===== src/rtl/motor_pkg.sv =====
// Shared types and helpers for the differential motor mixer.
package motor_pkg;

  typedef enum logic [1:0] {
    S_IDLE    = 2'd0,
    S_COMPUTE = 2'd1,
    S_STEP    = 2'd2,
    S_WRITE   = 2'd3
  } state_t;

  function automatic int steer_shift(input int mag);
    return $clog2(mag);
  endfunction

  localparam int MAX_STEERING_MAG_DEF = 512;
  localparam int STEER_SHIFT = steer_shift(MAX_STEERING_MAG_DEF);

  // One slew step toward tgt; int width keeps the difference free of wrap.
  function automatic int slew_next(input int cur, input int tgt, input int step);
    int diff;
    diff = tgt - cur;
    if (step == 0 || (diff <= step && diff >= -step)) return tgt;
    else if (diff > 0) return cur + step;
    else return cur - step;
  endfunction

endpackage


===== src/rtl/motor_mixer_ramp_if.sv =====
// Steering FIFO pop side, two motor FIFO push sides, enable and watchdog flag.
interface motor_mixer_ramp_if #(
  parameter int STEERING_WIDTH = 10,
  parameter int MOTOR_WIDTH    = 8
);
  logic [STEERING_WIDTH-1:0] i_steering;
  logic                      i_empty;
  logic                      o_rd_en;
  logic                      i_enable;
  logic [MOTOR_WIDTH-1:0]    o_left_motor;
  logic                      i_left_full;
  logic                      o_left_wr_en;
  logic [MOTOR_WIDTH-1:0]    o_right_motor;
  logic                      i_right_full;
  logic                      o_right_wr_en;
  logic                      o_timeout;

  modport master (
    input  i_steering, i_empty, i_enable, i_left_full, i_right_full,
    output o_rd_en, o_left_motor, o_left_wr_en, o_right_motor, o_right_wr_en, o_timeout
  );

  modport slave (
    output i_steering, i_empty, i_enable, i_left_full, i_right_full,
    input  o_rd_en, o_left_motor, o_left_wr_en, o_right_motor, o_right_wr_en, o_timeout
  );
endinterface


===== src/rtl/steering_mixer.sv =====
// Combinational clamp, deadband, scale and left/right target computation.
module steering_mixer
  import motor_pkg::*;
#(
  parameter int STEERING_WIDTH   = 10,
  parameter int MOTOR_WIDTH      = 8,
  parameter int BASE_SPEED       = 128,
  parameter int MAX_STEERING_MAG = MAX_STEERING_MAG_DEF,
  parameter int DEADBAND         = 8
) (
  input  logic [STEERING_WIDTH-1:0] steering,
  input  logic                      enable,
  output logic [MOTOR_WIDTH-1:0]    left_tgt,
  output logic [MOTOR_WIDTH-1:0]    right_tgt
);
  localparam int SHIFT = steer_shift(MAX_STEERING_MAG);

  int s;
  int m;
  int adj;

  always_comb begin
    s = int'($signed(steering));
    if (s > MAX_STEERING_MAG) s = MAX_STEERING_MAG;
    else if (s < -MAX_STEERING_MAG) s = -MAX_STEERING_MAG;

    m = (s < 0) ? -s : s;
    if (m <= DEADBAND) m = 0;

    // m <= MAX_STEERING_MAG, so adj never exceeds BASE_SPEED
    adj = (m * BASE_SPEED) >> SHIFT;

    left_tgt  = MOTOR_WIDTH'(BASE_SPEED);
    right_tgt = MOTOR_WIDTH'(BASE_SPEED);
    if (m != 0) begin
      if (s > 0) right_tgt = MOTOR_WIDTH'(BASE_SPEED - adj);
      else       left_tgt  = MOTOR_WIDTH'(BASE_SPEED - adj);
    end
    if (!enable) begin
      left_tgt  = '0;
      right_tgt = '0;
    end
  end
endmodule


===== src/rtl/motor_mixer_ramp.sv =====
// Pops steering samples, slews left/right motor commands toward mixed targets
// and pushes both motor FIFOs together; a watchdog ramps to zero on starvation.
module motor_mixer_ramp
  import motor_pkg::*;
#(
  parameter int STEERING_WIDTH   = 10,
  parameter int MOTOR_WIDTH      = 8,
  parameter int BASE_SPEED       = 128,
  parameter int MAX_STEERING_MAG = MAX_STEERING_MAG_DEF,
  parameter int DEADBAND         = 8,
  parameter int SLEW_STEP        = 16,
  parameter int TIMEOUT_CYCLES   = 1000
) (
  input logic                clk,
  input logic                reset_n,
  motor_mixer_ramp_if.master bus
);
  localparam int WD_W = $clog2(TIMEOUT_CYCLES + 1);

  state_t                 state;
  logic [MOTOR_WIDTH-1:0] left_motor;
  logic [MOTOR_WIDTH-1:0] right_motor;
  logic [MOTOR_WIDTH-1:0] left_tgt;
  logic [MOTOR_WIDTH-1:0] right_tgt;
  logic [MOTOR_WIDTH-1:0] mix_left;
  logic [MOTOR_WIDTH-1:0] mix_right;
  logic [WD_W-1:0]        wd_cnt;
  logic                   timeout;
  logic                   fifos_ready;

  steering_mixer #(
    .STEERING_WIDTH  (STEERING_WIDTH),
    .MOTOR_WIDTH     (MOTOR_WIDTH),
    .BASE_SPEED      (BASE_SPEED),
    .MAX_STEERING_MAG(MAX_STEERING_MAG),
    .DEADBAND        (DEADBAND)
  ) u_mixer (
    .steering (bus.i_steering),
    .enable   (bus.i_enable),
    .left_tgt (mix_left),
    .right_tgt(mix_right)
  );

  assign fifos_ready = !bus.i_left_full && !bus.i_right_full;

  // Strobes are combinational so a pop can never fire against an empty FIFO.
  assign bus.o_rd_en = reset_n && !bus.i_empty &&
                       ((state == S_IDLE) || (state == S_WRITE && fifos_ready));
  assign bus.o_left_wr_en  = reset_n && (state == S_WRITE) && fifos_ready;
  assign bus.o_right_wr_en = reset_n && (state == S_WRITE) && fifos_ready;
  assign bus.o_left_motor  = left_motor;
  assign bus.o_right_motor = right_motor;
  assign bus.o_timeout     = timeout;

  always_ff @(posedge clk or negedge reset_n) begin
    if (!reset_n) begin
      state       <= S_IDLE;
      left_motor  <= '0;
      right_motor <= '0;
      left_tgt    <= '0;
      right_tgt   <= '0;
      wd_cnt      <= '0;
      timeout     <= 1'b0;
    end else begin
      case (state)
        S_IDLE: begin
          if (!bus.i_empty) begin
            wd_cnt <= '0;
            state  <= S_COMPUTE;
          end else if (wd_cnt == WD_W'(TIMEOUT_CYCLES)) begin
            timeout   <= 1'b1;
            left_tgt  <= '0;
            right_tgt <= '0;
            if (left_motor != '0 || right_motor != '0) state <= S_STEP;
          end else begin
            wd_cnt <= wd_cnt + 1'b1;
          end
        end
        S_COMPUTE: begin
          left_tgt  <= mix_left;
          right_tgt <= mix_right;
          timeout   <= 1'b0;
          state     <= S_STEP;
        end
        S_STEP: begin
          left_motor  <= MOTOR_WIDTH'(slew_next(int'(left_motor), int'(left_tgt), SLEW_STEP));
          right_motor <= MOTOR_WIDTH'(slew_next(int'(right_motor), int'(right_tgt), SLEW_STEP));
          state       <= S_WRITE;
        end
        S_WRITE: begin
          if (fifos_ready) begin
            // A fresh sample retargets from the current motor values.
            if (!bus.i_empty) begin
              wd_cnt <= '0;
              state  <= S_COMPUTE;
            end else if (left_motor != left_tgt || right_motor != right_tgt) begin
              state <= S_STEP;
            end else begin
              state <= S_IDLE;
            end
          end
        end
        default: state <= S_IDLE;
      endcase
    end
  end
endmodule


===== src/flat_wrapper.sv =====
// flat-port wrapper written by rule: the top's interface ports become plain ports
module motor_mixer_ramp_flat import motor_pkg::*;
#(
  parameter int STEERING_WIDTH   = 10,
  parameter int MOTOR_WIDTH      = 8,
  parameter int BASE_SPEED       = 128,
  parameter int MAX_STEERING_MAG = MAX_STEERING_MAG_DEF,
  parameter int DEADBAND         = 8,
  parameter int SLEW_STEP        = 16,
  parameter int TIMEOUT_CYCLES   = 1000
)
  (clk, reset_n, bus_i_steering, bus_i_empty, bus_i_enable, bus_i_left_full, bus_i_right_full, bus_o_rd_en, bus_o_left_motor, bus_o_left_wr_en, bus_o_right_motor, bus_o_right_wr_en, bus_o_timeout);
  motor_mixer_ramp_if #(.STEERING_WIDTH(STEERING_WIDTH), .MOTOR_WIDTH(MOTOR_WIDTH)) bus_i ();
  input logic clk;
  input logic reset_n;
  input wire logic [$bits(bus_i.i_steering)-1:0] bus_i_steering;
  input wire logic [$bits(bus_i.i_empty)-1:0] bus_i_empty;
  input wire logic [$bits(bus_i.i_enable)-1:0] bus_i_enable;
  input wire logic [$bits(bus_i.i_left_full)-1:0] bus_i_left_full;
  input wire logic [$bits(bus_i.i_right_full)-1:0] bus_i_right_full;
  output wire logic [$bits(bus_i.o_rd_en)-1:0] bus_o_rd_en;
  output wire logic [$bits(bus_i.o_left_motor)-1:0] bus_o_left_motor;
  output wire logic [$bits(bus_i.o_left_wr_en)-1:0] bus_o_left_wr_en;
  output wire logic [$bits(bus_i.o_right_motor)-1:0] bus_o_right_motor;
  output wire logic [$bits(bus_i.o_right_wr_en)-1:0] bus_o_right_wr_en;
  output wire logic [$bits(bus_i.o_timeout)-1:0] bus_o_timeout;
  assign bus_i.i_steering = bus_i_steering;
  assign bus_i.i_empty = bus_i_empty;
  assign bus_i.i_enable = bus_i_enable;
  assign bus_i.i_left_full = bus_i_left_full;
  assign bus_i.i_right_full = bus_i_right_full;
  assign bus_o_rd_en = bus_i.o_rd_en;
  assign bus_o_left_motor = bus_i.o_left_motor;
  assign bus_o_left_wr_en = bus_i.o_left_wr_en;
  assign bus_o_right_motor = bus_i.o_right_motor;
  assign bus_o_right_wr_en = bus_i.o_right_wr_en;
  assign bus_o_timeout = bus_i.o_timeout;
  motor_mixer_ramp #(.STEERING_WIDTH(STEERING_WIDTH), .MOTOR_WIDTH(MOTOR_WIDTH), .BASE_SPEED(BASE_SPEED), .MAX_STEERING_MAG(MAX_STEERING_MAG), .DEADBAND(DEADBAND), .SLEW_STEP(SLEW_STEP), .TIMEOUT_CYCLES(TIMEOUT_CYCLES)) u_core (.clk(clk), .reset_n(reset_n), .bus(bus_i));
endmodule

===== config.mk =====
export PLATFORM = sky130hd
export DESIGN_NAME = motor_mixer_ramp_flat
export DESIGN_NICKNAME = d
export VERILOG_FILES = /design/src/rtl/motor_pkg.sv /design/src/rtl/motor_mixer_ramp_if.sv /design/src/rtl/steering_mixer.sv /design/src/rtl/motor_mixer_ramp.sv /design/src/flat_wrapper.sv
export SDC_FILE = /design/constraint.sdc
export NUM_CORES = 1
export LEC_CHECK = 0
export BUFFER_PORTS_ARGS = -buffer_cell sky130_fd_sc_hd__buf_2
export CAP_MARGIN = 20
export CORE_MARGIN = 8
export CORE_UTILIZATION = 50
export CTS_CLUSTER_DIAMETER = 120
export DETAILED_ROUTE_END_ITERATION = 8
export PLACE_DENSITY = 0.69
export SYNTH_ARGS = -nofsm -noshare
export SYNTH_HDL_FRONTEND = slang
export SYNTH_HIERARCHICAL = 1
export SYNTH_SLANG_ARGS = --single-unit

===== constraint.sdc =====
create_clock -name clk -period 5.8 [get_ports clk]
set_input_delay 0.29 -clock clk [delete_from_list [all_inputs] [get_ports clk]]
set_output_delay 0.29 -clock clk [all_outputs]
set_load 0.02 [all_outputs]

Yosys cells after proc, flatten, opt, wreduce, memory -nomap -nowiden
Index checks and enable logic that the tools add are counted.

Add/subtract/negate cells: 9. Order comparisons: 11. Equality and inequality tests: 13. Mux-type cells: 33. Reductions and logical operators: 23.

Operators by type and width (number): two-way mux 32 bit (4); greater-than comparator 32 x 1 -> 1 bit (second input constant) (3); two-way mux 8 bit (12); >= comparator 32 x 5 -> 1 bit (second input constant) (2); less-or-equal comparator 32 x 6 -> 1 bit (second input constant) (2); two-way mux 10 bit (4); less-or-equal comparator 32 x 5 -> 1 bit (second input constant) (1); < comparator 32 x 1 -> 1 bit (second input constant) (1); negation 32 bit (1); case mux 8 bit (2 select lines) (2); nonzero test 32 bit (1); case mux 10 bit (2 select lines) (1); subtractor 8 x 8 -> 9 bit (2); adder 8 x 5 -> 8 bit (second input constant) (2); inequality test 8 bit (2); nonzero test 8 bit (2); subtractor 8 x 5 -> 8 bit (second input constant) (2); two-way mux 2 bit (6); greater-than comparator 10 x 11 -> 1 bit (second input constant) (1); adder 10 x 1 -> 10 bit (second input constant) (1); == test 10 bit (second input constant) (1); < comparator 10 bit (second input constant) (1); inequality test 3 bit (second input constant) (3); logical AND 1 bit (8); 14 further kinds (24).

Bits in registers: 45. Input bits: 16. Output and inout bits: 20. Word-level logic and storage cells: 96.

Logic depth before layout (Yosys ltp)
Gate-level depths: netlist of the first run.

Depth in word-level cells: 12. Mapped depth: 17. Depth with buffers taken out: 15.

By module
Netlist of the first run, hierarchy kept.

By module, submodules not included: motor_mixer_ramp (instances 1, cells each 357, area an instance 3260.6 µm²); steering_mixer (instances 1, cells each 135, area an instance 996.0 µm²).

Worst setup path after synthesis of the first run
Ideal clock, no wire load.

Path type: input -> register. Start point: input port bus_i_steering[0]. End point: register u_core.left_tgt[7]. Setup time: 0.121 ns. Arrival time: 3.329 ns. Required time: 5.679 ns. Slack: 2.350 ns. Cell stages on the path: 17. Buffers on the path: 3. Cell sequence: inv_1 ha_1 buf_4 or3b_1 buf_2 o31ai_1 a211oi_2 nor4b_4 or2_1 ha_1 and3_1 a22oi_2 nor4_4 or2_1 buf_4 o31a_1 a22o_1.

Cells in the longest elaborated chain, start to end: 12.

Ends and longest elaborated chain: start: declaration (RTL line flat_wrapper.sv:16) `input wire logic [$bits(bus_i.i_steering)-1:0] bus_i_steering;`; < comparator 10 bit (RTL line steering_mixer.sv:25) `else if (s < -MAX_STEERING_MAG) s = -MAX_STEERING_MAG;`; two-way mux 32 bit (RTL line steering_mixer.sv:25); two-way mux 32 bit * (RTL line steering_mixer.sv:24) `if (s > MAX_STEERING_MAG) s = MAX_STEERING_MAG;`; negation 32 bit or < comparator 32 x 1 -> 1 bit (tied branches) (RTL line steering_mixer.sv:27) `m = (s < 0) ? -s : s;`; two-way mux 32 bit (RTL line steering_mixer.sv:27); less-or-equal comparator 32 x 5 -> 1 bit (RTL line steering_mixer.sv:28) `if (m <= DEADBAND) m = 0;`; two-way mux 32 bit (RTL line steering_mixer.sv:28); subtractor 8 bit (RTL line steering_mixer.sv:37) `else left_tgt = MOTOR_WIDTH'(BASE_SPEED - adj);`; two-way mux 8 bit (RTL line steering_mixer.sv:36) `if (s > 0) right_tgt = MOTOR_WIDTH'(BASE_SPEED - adj);`; two-way mux 8 bit * (RTL line steering_mixer.sv:35) `if (m != 0) begin`; two-way mux 8 bit * (RTL line steering_mixer.sv:39) `if (!enable) begin`; named net u_core.mix_left[7] (RTL line motor_mixer_ramp.sv:25) `logic [MOTOR_WIDTH-1:0] mix_left;`; case mux 8 bit (2 select lines) * (RTL line motor_mixer_ramp.sv:65) `case (state)`; end signal: assignment (RTL line motor_mixer_ramp.sv:80) `left_tgt <= mix_left;`; end: declaration (RTL line motor_mixer_ramp.sv:23) `logic [MOTOR_WIDTH-1:0] left_tgt;`.

The timed path passes the listed nets; every way through them passes the cells marked *. A chain may end at the register's enable or synchronous reset.

Final worst setup path of the first run
Start point: input port bus_i_steering[1]. End point: register u_core.right_tgt[3].

Cells in the longest elaborated chain, start to end: 12.

Ends and longest elaborated chain: < comparator 10 bit (RTL line steering_mixer.sv:25); two-way mux 32 bit (RTL line steering_mixer.sv:25); two-way mux 32 bit * (RTL line steering_mixer.sv:24); negation 32 bit or < comparator 32 x 1 -> 1 bit (tied branches) (RTL line steering_mixer.sv:27); two-way mux 32 bit (RTL line steering_mixer.sv:27); less-or-equal comparator 32 x 5 -> 1 bit (RTL line steering_mixer.sv:28); two-way mux 32 bit (RTL line steering_mixer.sv:28); subtractor 8 bit (RTL line steering_mixer.sv:36); two-way mux 8 bit (RTL line steering_mixer.sv:36); two-way mux 8 bit * (RTL line steering_mixer.sv:35); two-way mux 8 bit * (RTL line steering_mixer.sv:39); named net u_core.mix_right[3] (RTL line motor_mixer_ramp.sv:26) `logic [MOTOR_WIDTH-1:0] mix_right;`; case mux 8 bit (2 select lines) * (RTL line motor_mixer_ramp.sv:65); end signal: assignment (RTL line motor_mixer_ramp.sv:81) `right_tgt <= mix_right;`; end: declaration (RTL line motor_mixer_ramp.sv:24) `logic [MOTOR_WIDTH-1:0] right_tgt;`.

Marks and branches as above.

==> results of run 1 <==
-- power groups by stage --
stage                     sequential, mW  combinational (mW)  clock [mW]
after floorplan                    0.559                1.54           0
after global placement             0.551                1.86           0
after detailed placement           0.553                1.91           0
after CTS                          0.548                1.92       0.256
after global routing               0.564                2.14       0.270
final                              0.547                1.93       0.250
-- worst paths after layout --
kind	end	start	slack, ns	depth (start not counted)
min reg2reg	u_core/wd_cnt[7]$_DFFE_PN0P_	u_core/wd_cnt[7]$_DFFE_PN0P_	0.52	1
min in group clk	u_core/state[0]$_DFFE_PN0P_	bus_i_empty	0.27	2
max in group asynchronous	u_core/bus.o_right_motor[5]$_DFFE_PN0P_	reset_n	5.34	2
min	u_core/bus.o_right_motor[2]$_DFFE_PN0P_	reset_n	0.07	2
max reg2reg	u_core/bus.o_left_motor[7]$_DFFE_PN0P_	u_core/bus.o_left_motor[0]$_DFFE_PN0P_	2.25	13
max	u_core/right_tgt[3]$_DFFE_PN0P_	bus_i_steering[1]	2.20	15
-- registers in the layout, summed over array words and instances (netlist names) --
signal and flops:
u_core/wd_cnt 10, u_core/bus.o_left_motor 8, u_core/bus.o_right_motor 8, u_core/left_tgt 8, u_core/right_tgt 8, u_core/state 2, u_core/bus.o_timeout 1
-- cell families (layout without fill, tap and decap cells) --
kind of cell / after synthesis / in the layout / share of synthesized area (%)
adder cells (fa/ha/maj): 29 / 29 / 9.230
AO/OA/AOI/OAI: 148 / 148 / 25.75
flip-flops: 45 / 45 / 26.46
AND/OR/NAND/NOR: 187 / 187 / 24.90
buffers and inverters: 55 / 76 / 7.378
XOR/XNOR: 19 / 19 / 4.086
multiplexers: 9 / 9 / 2.205
-- final cells by class --
class | instances | area, um^2 | share of cell area, %
multi-input cells | 392 | 2816 | 62.44
flip-flops and latches | 45 | 1126 | 24.97
repair buffers | 38 | 203.9 | 4.522
well taps | 105 | 131.4 | 2.913
inverters | 30 | 112.6 | 2.497
clock buffers | 6 | 82.58 | 1.831
clock inverters | 2 | 37.54 | 0.8322
-- cells in the final DEF (no fill, tap or decap), types with 9 or more instances in the layout --
cell     count
a21oi_1     20
a22o_1      18
buf_2       35
dfrtp_1     45
ha_1        25
inv_1       29
nand2_1     41
nand4_1      9
nor2_1      42
nor2b_1     11
nor3_1      13
o21ai_0     36
xnor2_1     11
-- metal layers --
layer  global-route usage, %  wire, um
met4                   4.203       138
met5                       0         0
met1                   22.97      4850
met3                   2.201       340
met2                   29.95      5041
==> flow_metrics.env, run 1 <==
export IMPL_cts_root_buf="clkbuf_8"
export IMPL_final_area_mm2=0.004511
export IMPL_crit_path_max_fanout=9
export IMPL_dpl_cell_area_mm2=0.004377
export IMPL_cts_sinks=45
export IMPL_die_w_um=108.3
export IMPL_ant_nets=0
export IMPL_cp_buffers_inverters=2
export IMPL_worst_slack_ns=2.204
export IMPL_status="finished, final reports clean"
export IMPL_initial_core_util_pct=51.80
export IMPL_fp_row_count=33
export IMPL_first_iter_violations=182
export IMPL_first_pass_iters=6
export IMPL_hold_viol=0
export IMPL_critPathTopFamily="simple AND/OR/NAND/NOR gates"
export IMPL_wl_per_cell_um=16.78
export IMPL_nFillCells=765
export IMPL_synth_distinct_cells=94
export IMPL_ios=36
export IMPL_period_needed_ns=3.596
export IMPL_swShare_pct=50.08
export IMPL_slowest_stage="or3b_1"
export IMPL_powerDensity_mw_per_mm2=605.2
export IMPL_cts_buffer_depth=2
export IMPL_p_int_mw=1.363
export IMPL_finClkSkew_ns=0.004987
export IMPL_path_cells="buf_2 -> inv_1 -> ha_1 -> or3b_1 -> o31ai_1 -> a211oi_2 -> nor4b_4 -> or2_1 -> ha_1 -> and3_1 -> a22oi_2 -> nor4_4 -> and3b_1 -> and2_1 -> a22o_1"
export IMPL_p_clk_share_pct=9.2
export IMPL_placedCellCount=609
export IMPL_diodes=0
export IMPL_finalWeightedCongestion=0.8553
export IMPL_cts_tree="built"
export IMPL_syn_nets=537
export IMPL_cts_resized=0
export IMPL_yosys_top_cells_count="dfrtp_1 (45), nor2_1 (42), nand2_1 (41), o21ai_0 (36), inv_1 (29)"
export IMPL_setup_tns_ns=0
export IMPL_htreeDepth=2
export IMPL_critPathRequiredTime_ns=5.99
export IMPL_pre_cts_ws_ns=1.934
export IMPL_critical_path_class="in -> reg"
export IMPL_synth_top_area_cell="dfrtp_1"
export IMPL_ys_warn_count=6
export IMPL_critPathMostFrequentCell="ha_1"
export IMPL_leakagePower_nw=2.060
export IMPL_numCtsBuffers=5
export IMPL_max_freq_ghz=0.2781
export IMPL_track_usage_pct=17.53
export IMPL_vdd_drop_max_uv=215.2
export IMPL_arrival_ns=3.79
export IMPL_end_kind="flop"
export IMPL_fin_crit_sh_pct=62.00
export IMPL_dieArea_mm2=0.01172
export IMPL_pwr_share_seq_pct=20.1
export IMPL_synthArstFlopShare_pct=100.0
export IMPL_drv_cap=0
export IMPL_synth_area_mm2=0.004257
export IMPL_port_buffers=35
export IMPL_synth_edf_count=0
export IMPL_ys_ff_latch=45
export IMPL_overflow=0
export IMPL_antenna_found_initial=0
export IMPL_syn_inst=492
export IMPL_drcViolationCount=0
export IMPL_yosysSeqAreaShare_pct=26.46
export IMPL_synth_avg_cell_area_um2=8.652
export IMPL_synth_area_leaders="dfrtp_1 (26%), ha_1 (7.3%), o21ai_0 (4.2%)"
export IMPL_num_vias=3721
export IMPL_hpwl_mm=7.964
export IMPL_core_area_mm2=0.008217
export IMPL_cts_setup_buffers=0
export IMPL_ys_flop_type="dfrtp_1"
export IMPL_p_comb_share_pct=70.8
export IMPL_die_h_um=108.3
export IMPL_p_switching_mw=1.367
export IMPL_drt_total_wl_mm=10.37
export IMPL_relSlewSlack_pct=48.90
export IMPL_rsz0062_at_grt="no"
export IMPL_hold_class="in -> async"
export IMPL_final_util_pct=54.90
export IMPL_area_delta_synth_final_pct=5.967
export IMPL_drive_above_1_share_pct=16.37
export IMPL_viasPerCell=6.021
export IMPL_tightest_slew_ns=0.7665
export IMPL_cts_hold_buf=0
export IMPL_slew_viol_final=0
export IMPL_first_global_vias=3435
export IMPL_clkTransAtPathRegs_ns=0.09
export IMPL_fin_nets=557
export IMPL_synth_most_common_cell="dfrtp_1"
export IMPL_synth_top_area_share_pct=26.46
export IMPL_start_kind="primary input"
export IMPL_fin_cells=618
export IMPL_design_power_total_mw=2.730
export IMPL_grt_max_degree=48
export IMPL_slowest_delay_ns=0.50
export IMPL_hold_slack_ns=0.06574
export IMPL_setup_viol=0
export IMPL_grt_pass1_wl_mm=16.88
export IMPL_clk_latency_ns=0.30
(Power assumes the default switching activity.)
==> run 2: changes to the inputs <==
Clock period 5.8 ns to 3.6 ns, I/O delays scaled along.
==> flow_metrics.env, run 2 (synthesis results as in run 1) <==
export IMPL_final_util_pct=56.16
export IMPL_p_comb_share_pct=74.3
export IMPL_arrival_ns=3.56
export IMPL_top_register="u_core/wd_cnt"
export IMPL_area_delta_synth_final_pct=8.407
export IMPL_status="finished, final reports clean"
export IMPL_htreeDepth=2
export IMPL_critPathRequiredTime_ns=3.77
export IMPL_initial_core_util_pct=51.80
export IMPL_worst_slack_ns=0.2033
export IMPL_cts_buffer_depth=2
export IMPL_swShare_pct=50.77
export IMPL_p_switching_mw=2.329
export IMPL_core_area_mm2=0.008217
export IMPL_hp_start="bus_i_empty"
export IMPL_setup_tns_ns=0
export IMPL_hold_class="in -> reg"
export IMPL_fp_row_count=33
export IMPL_num_vias=3830
export IMPL_r2r_slack_ns=0.20
export IMPL_slowest_delay_ns=0.46
export IMPL_final_common_cell="dfrtp_1"
export IMPL_hold_viol=0
export IMPL_clkTransAtPathRegs_ns=0.09
export IMPL_fin_nets=572
export IMPL_first_pass_iters=5
export IMPL_cts_sinks=45
export IMPL_grt_pass1_wl_mm=17.89
export IMPL_diodes=0
export IMPL_end_kind="flop"
export IMPL_port_buffers=35
export IMPL_drv_cap=0
export IMPL_start_kind="flop"
export IMPL_fin_crit_sh_pct=94.35
export IMPL_leakagePower_nw=2.129
export IMPL_drive_above_1_share_pct=18.94
export IMPL_slew_viol_final=0
export IMPL_pwr_share_seq_pct=18.5
export IMPL_finalWeightedCongestion=0.8743
export IMPL_die_h_um=108.3
export IMPL_viasPerCell=6.051
export IMPL_die_w_um=108.3
export IMPL_p_clk_share_pct=7.3
export IMPL_grt_max_degree=29
export IMPL_pre_cts_ws_ns=0.1449
export IMPL_rsz0062_at_grt="no"
export IMPL_hpwl_mm=8.336
export IMPL_final_cell_mix="dfrtp_1 (45), nor2_1 (42), nand2_1 (41)"
export IMPL_r2r_start="u_core/bus.o_left_motor[1]$_DFFE_PN0P_"
export IMPL_nFillCells=765
export IMPL_clk_latency_ns=0.30
export IMPL_cts_setup_buffers=0
export IMPL_largest_reg_flops=10
export IMPL_cts_tree="built"
export IMPL_vdd_drop_max_uv=335.5
export IMPL_slowest_stage="dfrtp_1"
export IMPL_crit_path_max_fanout=4
export IMPL_ant_nets=0
export IMPL_cts_root_buf="clkbuf_8"
export IMPL_overflow=0
export IMPL_p_int_mw=2.259
export IMPL_drcViolationCount=0
export IMPL_dieArea_mm2=0.01172
export IMPL_wl_per_cell_um=16.91
export IMPL_period_needed_ns=3.397
export IMPL_critical_path_class="reg -> reg"
export IMPL_drt_total_wl_mm=10.70
export IMPL_cp_startpoint="u_core/bus.o_left_motor[1]$_DFFE_PN0P_"
export IMPL_first_iter_violations=186
export IMPL_tightest_slew_ns=0.7702
export IMPL_first_global_vias=3601
export IMPL_numCtsBuffers=5
export IMPL_track_usage_pct=18.30
export IMPL_setup_viol=0
export IMPL_path_cells="inv_1 -> ha_1 -> nor2b_2 -> o21a_1 -> o31a_1 -> nor4_4 -> a21o_2 -> ha_1 -> a21o_1 -> a21oi_1 -> xor2_2 -> a21oi_1 -> a2bb2oi_2"
export IMPL_finClkSkew_ns=0.01138
export IMPL_relSlewSlack_pct=48.65
export IMPL_ios=36
export IMPL_max_freq_ghz=0.2944
export IMPL_powerDensity_mw_per_mm2=994.2
export IMPL_antenna_found_initial=0
## run 2: metal layers
metal,GRT usage [%],share of wire [%]
met1,23.73,45
met2,32.00,50
met3,2.201,4.8
met4,3.519,0.71
met5,0,0
## run 2: final timing paths
kind / end / cells after the start
setup / recovery: u_core/bus.o_left_motor[7]$_DFFE_PN0P_ / 13
hold / removal: u_core/state[0]$_DFFE_PN0P_ / 2
setup reg to reg: u_core/bus.o_left_motor[7]$_DFFE_PN0P_ / 13
hold reg to reg: u_core/bus.o_timeout$_DFFE_PN0P_ / 2
max in group asynchronous: u_core/bus.o_right_motor[1]$_DFFE_PN0P_ / 3
min in group asynchronous: u_core/wd_cnt[5]$_DFFE_PN0P_ / 2
## run 2: power groups by stage
stage / Clock [mW] / Sequential (mW) / Combinational, mW
floorplan: 0 / 0.901 / 2.48
global placement: 0 / 0.846 / 3.16
detailed placement: 0 / 0.855 / 3.29
CTS: 0.338 / 0.844 / 3.30
global route: 0.361 / 0.866 / 3.74
finish: 0.333 / 0.848 / 3.41
## run 2: worst max-delay path, delay by kind of cell, from the launching register on
| family | cells | cell delay (ns) |
|---|---|---|
| flip-flops | 1 | 0.46 |
| XOR/XNOR | 1 | 0.18 |
| AO/OA/AOI/OAI | 7 | 1.44 |
| buffers and inverters | 1 | 0.09 |
| adder cells (fa/ha/maj) | 2 | 0.55 |
| AND/OR/NAND/NOR | 2 | 0.52 |
## run 2: stage by stage
| stage | std cells | area (um^2) | total power, mW | hold slack (ns) |
|---|---|---|---|---|
| 2_1_floorplan | 492 | 4257 | 3.385 | -0.1156 |
| 3_3_place_gp | 623 | 4482 | 4.004 | 0.1596 |
| 3_5_place_dp | 623 | 4482 | 4.142 | 0.1629 |
| 4_1_cts | 632 | 4588 | 4.487 | 0.1205 |
| 5_1_grt | 633 | 4614 | 4.966 | 0.1324 |
| 6_report | 633 | 4614 | 4.588 | 0.1278 |
## run 2: area by class of cell
type | count | area, um^2 | share of cell area (%)
Clock buffer | 6 | 82.58 | 1.790
Multi-Input combinational cell | 392 | 2835 | 61.44
Sequential cell | 45 | 1126 | 24.40
Inverter | 30 | 112.6 | 2.440
Timing Repair Buffer | 53 | 312.8 | 6.779
Clock inverter | 2 | 13.76 | 0.2983
Tap cell | 105 | 131.4 | 2.847
## run 2: repair_timing
item,in CTS,in global routing
endpoints found under the setup margin,0,1
hold buffers,1,0
endpoints found under the hold margin,18,0
gates resized for setup,0,3
